### config.mk
export PLATFORM = sky130hd
export DESIGN_NAME = arc4_crack_flat
export DESIGN_NICKNAME = d
export VERILOG_FILES = /design/src/rtl/arc4_pkg.sv /design/src/rtl/arc4_crack_if.sv /design/src/rtl/arc4_sram.sv /design/src/rtl/arc4_crack.sv /design/src/flat_wrapper.sv
export SDC_FILE = /design/constraint.sdc
export NUM_CORES = 2
export LEC_CHECK = 0
export CAP_MARGIN = 20
export CORE_MARGIN = 2
export CORE_UTILIZATION = 50
export CTS_CLUSTER_SIZE = 24
export DETAILED_ROUTE_END_ITERATION = 6
export MAX_ROUTING_LAYER = met4
export PLACE_DENSITY = 0.68
export SLEW_MARGIN = 20
export SYNTH_ARGS = -nofsm -noshare
export SYNTH_HDL_FRONTEND = slang
export SYNTH_SLANG_ARGS = --single-unit
### constraint.sdc
create_clock -name clk -period 9 [get_ports clk]
set_input_delay 1.8 -clock clk [delete_from_list [all_inputs] [get_ports clk]]
set_output_delay 1.8 -clock clk [all_outputs]
set_load 0.005 [all_outputs]
### src/rtl/arc4_pkg.sv
// Shared definitions for the ARC4 key cracker: widths, memory depth,
// printable-ASCII bounds, FSM state encodings and a printable test helper.
package arc4_pkg;

   localparam int KEY_W     = 24;
   localparam int MEM_DEPTH = 256;

   localparam logic [7:0]       PRINT_LO = 8'h20;
   localparam logic [7:0]       PRINT_HI = 8'h7E;
   localparam logic [KEY_W-1:0] KEY_MAX  = '1;

   // FSM state encodings. K_* states sequence the key schedule, P_* states
   // sequence keystream generation, decryption and the printable check.
   typedef logic [3:0] state_t;
   localparam state_t ST_IDLE  = 4'd0;
   localparam state_t ST_INIT  = 4'd1;
   localparam state_t ST_K_RDI = 4'd2;
   localparam state_t ST_K_RDJ = 4'd3;
   localparam state_t ST_K_WRI = 4'd4;
   localparam state_t ST_K_WRJ = 4'd5;
   localparam state_t ST_P_RDI = 4'd6;
   localparam state_t ST_P_RDJ = 4'd7;
   localparam state_t ST_P_WRI = 4'd8;
   localparam state_t ST_P_WRJ = 4'd9;
   localparam state_t ST_P_RDT = 4'd10;
   localparam state_t ST_P_CHK = 4'd11;

   function automatic logic is_printable(input logic [7:0] b);
      return (b >= PRINT_LO) && (b <= PRINT_HI);
   endfunction

endpackage

### src/rtl/arc4_crack_if.sv
// Host-side signal bundle of arc4_crack.
//   en/rdy            start handshake
//   key/key_valid     search result
//   ct_addr/ct_rddata external ciphertext RAM read port (1-cycle latency)
//   msg_length        ciphertext byte count, sampled at start
//   key_crack         0 = search from key 0, 1 = resume from key+1
//   pt_addr_db/pt_rddata debug read port into the plaintext memory
// master: the host/testbench side; slave: the cracker.
interface arc4_crack_if;

   logic                       en;
   logic                       rdy;
   logic [arc4_pkg::KEY_W-1:0] key;
   logic                       key_valid;
   logic [7:0]                 ct_addr;
   logic [7:0]                 ct_rddata;
   logic [7:0]                 msg_length;
   logic                       key_crack;
   logic [7:0]                 pt_addr_db;
   logic [7:0]                 pt_rddata;

   modport master (
      output en, ct_rddata, msg_length, key_crack, pt_addr_db,
      input  rdy, key, key_valid, ct_addr, pt_rddata
   );

   modport slave (
      input  en, ct_rddata, msg_length, key_crack, pt_addr_db,
      output rdy, key, key_valid, ct_addr, pt_rddata
   );

endinterface

### src/rtl/arc4_sram.sv
// 256x8 synchronous RAM: one read/write port (a) plus a read-only port (b).
// Both reads are registered (data valid the cycle after the address).
//   clk              clock
//   addr/we/wdata    port a address, write enable, write data
//   rdata            port a read data (old contents on a write cycle)
//   addr_b/rdata_b   port b read address and read data
module arc4_sram
   import arc4_pkg::*;
(
   input  logic       clk,
   input  logic [7:0] addr,
   input  logic       we,
   input  logic [7:0] wdata,
   output logic [7:0] rdata,
   input  logic [7:0] addr_b,
   output logic [7:0] rdata_b
);

   logic [7:0] mem [MEM_DEPTH];

   // NOTE: the array has no reset; it maps onto RAM macros, and every S or
   // plaintext location is written before it is read for each key.
   always_ff @(posedge clk) begin
      if (we) begin
         mem[addr] <= wdata;
      end
      rdata   <= mem[addr];
      rdata_b <= mem[addr_b];
   end

endmodule

### src/rtl/arc4_crack.sv
// ARC4 brute-force key cracker. Tries 24-bit keys in ascending order, decrypts
// the external ciphertext with each, and stops at the first key whose
// plaintext is entirely printable ASCII (or after key 0xFFFFFF fails).
//   clk    rising-edge clock
//   rst_n  asynchronous active-low reset
//   bus    arc4_crack_if.slave (handshake, result, ct RAM, control, debug)
module arc4_crack
   import arc4_pkg::*;
(
   input  logic         clk,
   input  logic         rst_n,
   arc4_crack_if.slave  bus
);

   state_t           state;
   logic [7:0]       i, j;
   logic [1:0]       kidx;     // i mod 3 during the key schedule
   logic [7:0]       si, sj;   // S[i] and S[j] captured for the swap
   logic [7:0]       len;
   logic             armed;    // re-armed only once en has been seen low
   logic             rdy;
   logic             key_valid;
   logic [KEY_W-1:0] key;
   logic [7:0]       ct_addr;  // doubles as the plaintext byte index k

   logic [7:0] s_addr, s_wdata, s_rdata;
   logic       s_we;
   logic       pt_we;
   logic [7:0] kb, j_ksa, j_prga, i_inc, pt_byte, t_addr;
   logic       start;
   logic [KEY_W-1:0] first_key;

   assign bus.rdy       = rdy;
   assign bus.key_valid = key_valid;
   assign bus.key       = key;
   assign bus.ct_addr   = ct_addr;

   // A held en starts only one search: the request must drop before it counts
   // again. Reset leaves the cracker armed so en held across release works.
   assign start     = bus.en && rdy && armed;
   assign first_key = !bus.key_crack ? '0 :
                      (key == KEY_MAX) ? key : key + 1'b1;

   always_comb begin
      // NOTE: every output gets a default first so no path leaves one unassigned
      // and infers a latch.
      s_addr  = '0;
      s_we    = 1'b0;
      s_wdata = '0;
      pt_we   = 1'b0;
      unique case (kidx)
         2'd0:    kb = key[23:16];
         2'd1:    kb = key[15:8];
         default: kb = key[7:0];
      endcase
      j_ksa   = j + s_rdata + kb;
      j_prga  = j + s_rdata;
      i_inc   = i + 8'd1;
      t_addr  = si + sj;
      pt_byte = s_rdata ^ bus.ct_rddata;
      case (state)
         ST_INIT: begin
            s_addr  = i;
            s_we    = 1'b1;
            s_wdata = i;
         end
         ST_K_RDI: s_addr = i;
         ST_K_RDJ: s_addr = j_ksa;
         ST_P_RDI: s_addr = i_inc;
         ST_P_RDJ: s_addr = j_prga;
         ST_K_WRI, ST_P_WRI: begin  // S[i] <= S[j], just read
            s_addr  = i;
            s_we    = 1'b1;
            s_wdata = s_rdata;
         end
         ST_K_WRJ, ST_P_WRJ: begin  // S[j] <= old S[i]
            s_addr  = j;
            s_we    = 1'b1;
            s_wdata = si;
         end
         ST_P_RDT: s_addr = t_addr;
         ST_P_CHK: pt_we = 1'b1;
         default: ;
      endcase
   end

   arc4_sram u_s_mem (
      .clk     (clk),
      .addr    (s_addr),
      .we      (s_we),
      .wdata   (s_wdata),
      .rdata   (s_rdata),
      .addr_b  (8'd0),
      .rdata_b ()
   );

   arc4_sram u_pt_mem (
      .clk     (clk),
      .addr    (ct_addr),
      .we      (pt_we),
      .wdata   (pt_byte),
      .rdata   (),
      .addr_b  (bus.pt_addr_db),
      .rdata_b (bus.pt_rddata)
   );

   // NOTE: sequential state uses non-blocking assignments only, so every
   // register samples pre-edge values regardless of statement order.
   always_ff @(posedge clk or negedge rst_n) begin
      if (!rst_n) begin
         state     <= ST_IDLE;
         i         <= '0;
         j         <= '0;
         kidx      <= '0;
         si        <= '0;
         sj        <= '0;
         len       <= '0;
         armed     <= 1'b1;
         rdy       <= 1'b1;
         key_valid <= 1'b0;
         key       <= '0;
         ct_addr   <= '0;
      end else begin
         if (!bus.en) begin
            armed <= 1'b1;
         end
         case (state)
            ST_IDLE: begin
               if (start) begin
                  armed     <= 1'b0;
                  rdy       <= 1'b0;
                  key_valid <= 1'b0;
                  key       <= first_key;
                  len       <= bus.msg_length;
                  i         <= '0;
                  ct_addr   <= '0;
                  state     <= ST_INIT;
               end
            end
            ST_INIT: begin
               if (len == 8'd0) begin
                  // Empty message: the first key is trivially printable.
                  rdy       <= 1'b1;
                  key_valid <= 1'b1;
                  state     <= ST_IDLE;
               end else begin
                  i <= i_inc;
                  if (i == 8'hFF) begin
                     j     <= '0;
                     kidx  <= '0;
                     state <= ST_K_RDI;
                  end
               end
            end
            ST_K_RDI: state <= ST_K_RDJ;
            ST_K_RDJ: begin
               si    <= s_rdata;
               j     <= j_ksa;
               state <= ST_K_WRI;
            end
            ST_K_WRI: state <= ST_K_WRJ;
            ST_K_WRJ: begin
               i    <= i_inc;
               kidx <= (kidx == 2'd2) ? 2'd0 : kidx + 2'd1;
               if (i == 8'hFF) begin
                  j     <= '0;
                  state <= ST_P_RDI;
               end else begin
                  state <= ST_K_RDI;
               end
            end
            ST_P_RDI: begin
               i     <= i_inc;
               state <= ST_P_RDJ;
            end
            ST_P_RDJ: begin
               si    <= s_rdata;
               j     <= j_prga;
               state <= ST_P_WRI;
            end
            ST_P_WRI: begin
               sj    <= s_rdata;
               state <= ST_P_WRJ;
            end
            ST_P_WRJ: state <= ST_P_RDT;
            ST_P_RDT: state <= ST_P_CHK;
            ST_P_CHK: begin
               if (!is_printable(pt_byte)) begin
                  if (key == KEY_MAX) begin
                     rdy   <= 1'b1;
                     state <= ST_IDLE;
                  end else begin
                     key     <= key + 1'b1;
                     i       <= '0;
                     ct_addr <= '0;
                     state   <= ST_INIT;
                  end
               end else if (ct_addr == len - 8'd1) begin
                  rdy       <= 1'b1;
                  key_valid <= 1'b1;
                  state     <= ST_IDLE;
               end else begin
                  ct_addr <= ct_addr + 8'd1;
                  state   <= ST_P_RDI;
               end
            end
            default: state <= ST_IDLE;
         endcase
      end
   end

endmodule

### src/flat_wrapper.sv
// flat-port wrapper written by rule: the top's interface ports become plain ports
module arc4_crack_flat import arc4_pkg::*;
  (clk, rst_n, bus_en, bus_ct_rddata, bus_msg_length, bus_key_crack, bus_pt_addr_db, bus_rdy, bus_key, bus_key_valid, bus_ct_addr, bus_pt_rddata);
  arc4_crack_if bus_i ();
  input  logic clk;
  input  logic rst_n;
  input wire logic [$bits(bus_i.en)-1:0] bus_en;
  input wire logic [$bits(bus_i.ct_rddata)-1:0] bus_ct_rddata;
  input wire logic [$bits(bus_i.msg_length)-1:0] bus_msg_length;
  input wire logic [$bits(bus_i.key_crack)-1:0] bus_key_crack;
  input wire logic [$bits(bus_i.pt_addr_db)-1:0] bus_pt_addr_db;
  output wire logic [$bits(bus_i.rdy)-1:0] bus_rdy;
  output wire logic [$bits(bus_i.key)-1:0] bus_key;
  output wire logic [$bits(bus_i.key_valid)-1:0] bus_key_valid;
  output wire logic [$bits(bus_i.ct_addr)-1:0] bus_ct_addr;
  output wire logic [$bits(bus_i.pt_rddata)-1:0] bus_pt_rddata;
  assign bus_i.en = bus_en;
  assign bus_i.ct_rddata = bus_ct_rddata;
  assign bus_i.msg_length = bus_msg_length;
  assign bus_i.key_crack = bus_key_crack;
  assign bus_i.pt_addr_db = bus_pt_addr_db;
  assign bus_rdy = bus_i.rdy;
  assign bus_key = bus_i.key;
  assign bus_key_valid = bus_i.key_valid;
  assign bus_ct_addr = bus_i.ct_addr;
  assign bus_pt_rddata = bus_i.pt_rddata;
  arc4_crack u_core (.clk(clk), .rst_n(rst_n), .bus(bus_i));
endmodule
### Word-level counts from Yosys, hierarchy flattened

Memory sizes are Yosys's and may differ from the RTL's. A register that Yosys moved wholly into a read port is not among the register bits.
Index checks and enable logic that the tools add are counted.

* RAM bits: 4096
* word-level logic and storage cells: 128
* flip-flop bits (word level): 81
* memories kept: 2
* output and inout bits: 42
* input port bits: 28

* equal/unequal tests: 29
* magnitude comparators: 2
* reductions and logical operators: 26
* $add $sub $neg: 8
* multiplexer cells: 48
* bitwise operators: 1

Memories
* u_core.u_pt_mem.mem: words 256, width 8, rd ports 1, clocked after memory_dff 1, wr ports 1, line arc4_sram.sv:19 `logic [7:0] mem [MEM_DEPTH];`
* u_core.u_s_mem.mem: words 256, width 8, rd ports 1, clocked after memory_dff 1, wr ports 1, line arc4_sram.sv:19

Operators with widths (number)
* $mux 24: 4
* $mux 8: 8
* $pmux 8 s4: 2
* $pmux 24 s2: 1
* $pmux 4 s12: 1
* $pmux 8 s6: 1
* $pmux 8 s2: 2
* $add 24x1->24 const B: 1
* $add 8x8->8: 3
* $eq 24x24->1 const B: 1
* $pmux 8 s3: 1
* $add 8x1->8 const B: 2
* $eq 4x3->1 const B: 4
* $eq 4x4->1 const B: 4
* $mux 1: 16
* $mux 4: 4
* $reduce_and 5->1: 3
* $ne 2x1->1 const B: 5
* $ne 3x3->1 const B: 3
* $eq 4x2->1 const B: 2
* $eq 8x8->1: 1
* $eq 8x8->1 const B: 1
* $ge 8x6->1 const B: 1
* $le 8x7->1 const B: 1
* 25 further kinds: 42

### Logic depth before layout (Yosys ltp)

* depth in word-level cells: 5
* mapped depth: 21
* gate-level depth less buffers: 16

### By module

Synthesis repeated with hierarchy kept, for this count alone.

* cell total of the unflattened synthesis: 10319
* area total of the unflattened synthesis: 198316.5 um^2

By module, submodules not included
* arc4_sram: area an instance 96204.8 um^2, seq. area each 61819.3 um^2, cells each 4820, times used 2
* arc4_crack: area an instance 5906.9 um^2, seq. area each 2029.4 um^2, cells each 679, times used 1

### Least setup slack after synthesis

OpenSTA, ideal clock, no wires.

* kind: input -> register
* start point: input bus_ct_rddata[6]
* end point: register u_core.key[23] (netlist: u_core.bus.key[23])
* arrival: 11.002 ns
* data required time: 8.868 ns
* path buffers: 0
* cell stages on the path: 9
* slack: -2.134 ns
* library setup time: 0.132 ns
* cell sequence: xor2_1 > o221ai_1 > nor2_1 > nor3_2 > nand4_1 > nor3_1 > and3_1 > xnor2_1 > nor2_1

* cells in the longest elaborated chain, start to end: 5
* elaborated cells between the ends (all ways): 6
* classes of those cells: order compare (2); eq/ne (1); bitwise (1); reduce/logical (2)

RTL lines
* from (decl): line flat_wrapper.sv:8 `input wire logic [$bits(bus_i.ct_rddata)-1:0] bus_ct_rddata;`
* $xor 8x8->8 (*): line arc4_crack.sv:60 `pt_byte = s_rdata ^ bus.ct_rddata;`
* $ge 8x6->1 or $le 8x7->1 (tied branches): line arc4_pkg.sv:29 `return (b >= PRINT_LO) && (b <= PRINT_HI);`
* $logic_and 1x1->1 (*): line arc4_pkg.sv:29
* $ne 2x2->1 (no line) (*)
* $reduce_and 3->1 (no line) (*)
* to (signal assigned): line arc4_crack.sv:133 `key <= first_key;`
* to (signal assigned): line arc4_crack.sv:193 `key <= key + 1'b1;`
* to (decl): line arc4_crack.sv:23 `logic [KEY_W-1:0] key;`

Every way passes the cells marked *; elsewhere a longest branch is shown, timed or not.
A chain may end at the register's enable or synchronous reset.

### Worst setup path in the final report

* start point: register u_core.u_s_mem.rdata[1] (read register of u_core.u_s_mem.mem)
* end point: register u_core.u_s_mem.rdata[0] (read register of u_core.u_s_mem.mem)

* cells in the longest elaborated chain, start to end: 3

RTL lines
* from (decl): line arc4_sram.sv:14 `output logic [7:0] rdata,`
* $add 8x8->8 (*): line arc4_crack.sv:56, arc4_crack.sv:57
* $add 8x8->8: line arc4_crack.sv:56 `j_ksa = j + s_rdata + kb;`
* $pmux 8 s6 (*): line arc4_crack.sv:61 `case (state)`

Marked as above.

==> flow_summary.json <==
{
  "run_status": "finished, violations left",
  "failing_checks": "design-rule violations",
  "cts-root-to-sink-buffers": 4,
  "totalWireLength_um": 432000,
  "cts.sinks": 4193,
  "irDropWorstVdd_v": 0.000331,
  "pin_count_of_the_biggest_net_entering_global_routing": 201,
  "synth_enable_flop_cells": 4096,
  "timing.final.setup_violations": 0,
  "die-width_um": 582,
  "syn-mean-instance-area_um2": 15.8,
  "power_density_nw_per_um2": 264,
  "synth_area_leaders": "edfxtp_1 (74%), mux4_2 (9.2%), nand2_1 (4.8%)",
  "post_synthesis_register_bit_count": 4193,
  "fp.coreArea_um2": 333000,
  "timing.hold.ws_ns": 0.492,
  "crit_path_max_fanout": 16,
  "std_cell_rows": 212,
  "cts.repair_timing.setup_buffer_count": 0,
  "hold_viol": 0,
  "dieArea_um2": 339000,
  "port_buffers": 69,
  "grt_first_pass_wirelength_um": 630000,
  "globalRouteTotalUtil_pct": 25.9,
  "r2r.worst_path.cells": 17,
  "slew_headroom_pct": 16.9,
  "timing_worst_slew_pin_value_ns": 1.24,
  "firstDrtPassIters": 7,
  "max_cap_viols": 0,
  "holdPathEnd": "u_core.armed",
  "grt_pass1_vias": 92200,
  "post_synth_inst_count": 10600,
  "placedInstanceArea_um2": 172000,
  "cts_hold_repair.buffers": 0,
  "drt-vias-per-instance": 6.21,
  "ys.flop_type": "edfxtp_1",
  "cts.repair.resized": 0,
  "layout.nets": 10600,
  "crit_required_ns": 9.76,
  "floorplan.initialDensity_pct": 50.2,
  "critical_path.reg2reg.startpoint": "u_core.u_s_mem.rdata[1]",
  "timing.critical_path.arrival_ns": 7.59,
  "route.antenna.remaining_nets": 0,
  "tritoncts": "done",
  "synth_area_leader_cell": "edfxtp_1",
  "grt_overflow_total": 0,
  "maxClockFrequency_mhz": 146,
  "count_of_different_cell_masters_after_synthesis": 84,
  "place_hpwl_um": 252000,
  "synth_fp_nets": 10600,
  "ctsHtreeMaxLevel": 5,
  "async_s_r_ff_share_synth_pct": 1.93,
  "rsz_0062_raised_after_global_routing": "no",
  "die_height_um": 582,
  "hold_depth": 2,
  "post_route_cells_drive_above_1_share_pct": 14.0,
  "worst_hold_path_type": "reg -> reg",
  "final.setup.tns_ns": 0,
  "hold_start": "u_core.armed",
  "synth-warning-count": 0,
  "setup_cp_type": "reg -> reg",
  "drt-initial-drc-count": 12900,
  "power_leakage_nw": 60.3,
  "cts_buffers": 414,
  "post-route-min-period_ns": 6.83,
  "via_count": 94800,
  "clock_insertion_delay_worst_skew_ns": 0.99,
  "post-route-period-util_pct": 75.9,
  "timing.rr.end": "u_core.u_s_mem.rdata[0]",
  "reg2reg_slack_ns": 2.17,
  "slew_viol_final": 0,
  "grt_antenna_before_repair": 16,
  "ios": 70,
  "cp-end-kind": "flop",
  "clock_skew_ns": 0.0674,
  "post-synth-top-area-fraction_pct": 73.5,
  "syn_to_final_growth_pct": 11.1,
  "clk_pin_slew_worst_paths_ns": 0.07,
  "netlist_area_um2": 167000,
  "gp_routability_congestion": 0.928,
  "startpoint_kind_of_the_worst_setup_timing_path": "flop",
  "drt_drc_violations_left": 1,
  "detail_route.wl_per_cell_um": 28.3,
  "clk_root_buffer_cell": "clkbuf_16",
  "design_area_um2": 186000,
  "synth.yosys.seq_area_share_pct": 74.9
}
-- worst max path at each step --
| stage | start | end | slack (ns) |
|---|---|---|---|
| 6_report | u_core.u_s_mem.rdata[1] | u_core.u_s_mem.rdata[0] | 2.17 |
| 5_1_grt | u_core.kidx[0] | u_core.u_s_mem.rdata[1] | 2.06 |
| 3_5_place_dp | u_core.kidx[0] | u_core.u_s_mem.rdata[1] | 2.41 |
| 4_1_cts | u_core.u_s_mem.rdata[1] | u_core.u_s_mem.rdata[1] | 2.44 |
| 3_3_place_gp | u_core.u_s_mem.rdata[1] | u_core.u_s_mem.rdata[4] | 2.16 |
| 2_1_floorplan | bus_ct_rddata[4] | u_core.bus.key[23] | 0.90 |
-- cell families (layout without fill, tap and decap cells) --
family | Yosys count | count (layout) | synth area share [%]
AO/OA/AOI/OAI | 519 | 519 | 1.96
AND/OR/NAND/NOR | 4321 | 4321 | 11.1
multiplexers | 734 | 734 | 9.53
flip-flops | 4193 | 4193 | 74.9
buffers and inverters | 715 | 1015 | 1.90
XOR/XNOR | 57 | 57 | 0.303
other | 0 | 19 | 0
adder cells (fa/ha/maj) | 32 | 32 | 0.253
-- stage by stage --
stage / power (mW) / setup slack (ns) / util, % / cells
floorplan: 28.5 / 0.898 / - / 10600
global placement: 31.8 / 2.16 / 51.7 / 14500
detailed placement: 31.9 / 2.41 / 51.7 / 14500
CTS: 48.9 / 2.44 / 55.7 / 15300
global route: 50.5 / 2.06 / 55.8 / 15300
finish: 49.0 / 2.17 / 55.8 / 15300
-- cells in the mapped netlist (25+ instances only) --
cell and number:
ha_1 29, buf_1 89, clkbuf_1 316, a21oi_1 233
inv_1 39, edfxtp_1 4096, and3_1 45, buf_4 56
a31oi_1 58, mux4_2 685, xor2_1 31, nor2_1 594
nand3_1 1383, xnor2_1 25, mux2i_1 34, buf_2 213
nand2_1 2127, o21ai_0 50, dfrtp_1 79, a311oi_1 39
nor4_1 31
-- power breakdown --
group,switching (mW),internal (mW),leakage (nW)
clock network,7.41,9.81,6.58
registers,0.0374,21.4,38.0
logic,7.58,2.73,15.7
-- area by class of cell --
cell class	count	area [um2]
antenna	19	47.5
clock buffer	486	10700
fill	25300	147000
inverter	39	214
clock inverter	273	2730
sequential	4193	125000
multi-input combinational	5663	39000
timing repair buffer	217	2270
tap	4387	5490
-- flip-flops by register name, summed over array words and instances, names as in the netlist, 8 cells and up --
name                     flops
u_core.j                     8
u_core.u_pt_mem.mem       2048
u_core.sj                    8
u_core.i                     8
u_core.u_s_mem.rdata         8
u_core.u_pt_mem.rdata_b      8
u_core.bus.key              24
u_core.si                    8
u_core.len                   8
u_core.bus.ct_addr           8
u_core.u_s_mem.mem        2048
-- routing by layer --
metal | global-route usage [%] | wire [um] | vias up
met5 | - | 0 | -
met1 | 34.1 | 164000 | 48200
met4 | 10.1 | 19100 | 0
met2 | 40.4 | 207000 | 5387
met3 | 4.42 | 41400 | 893
li1 | - | - | 40300
-- cells in the final DEF, fill, tap and decap left out, drive strengths merged, types with 26 or more instances in the layout --
master / n
mux2i: 34
ha: 29
clkdlybuf4s50: 62
dfrtp: 79
inv: 56
a31oi: 58
bufinv: 44
nor2: 595
a311oi: 39
xnor2: 26
mux4: 685
o21ai: 54
xor2: 31
nand2: 2129
clkbuf: 486
buf: 155
nand3: 1383
a21oi: 233
and3: 45
nor4: 31
clkinv: 193
edfxtp: 4096
-- critical path, cell delays in order, from the launching register on --
cell	delay, ns
dfxtp_1	0.59
ha_1	0.32
a211oi_1	0.41
o21bai_1	0.15
a21oi_1	0.26
xnor2_1	0.17
ha_1	0.31
nor2b_1	0.17
o2bb2ai_1	0.12
a221oi_1	0.26
o211ai_1	0.29
a211o_1	0.54
nand2_2	0.56
buf_4	0.42
a21oi_1	0.10
or4_1	0.60
o21ai_0	0.91
nand4_1	0.37
(Power assumes the default switching activity.)
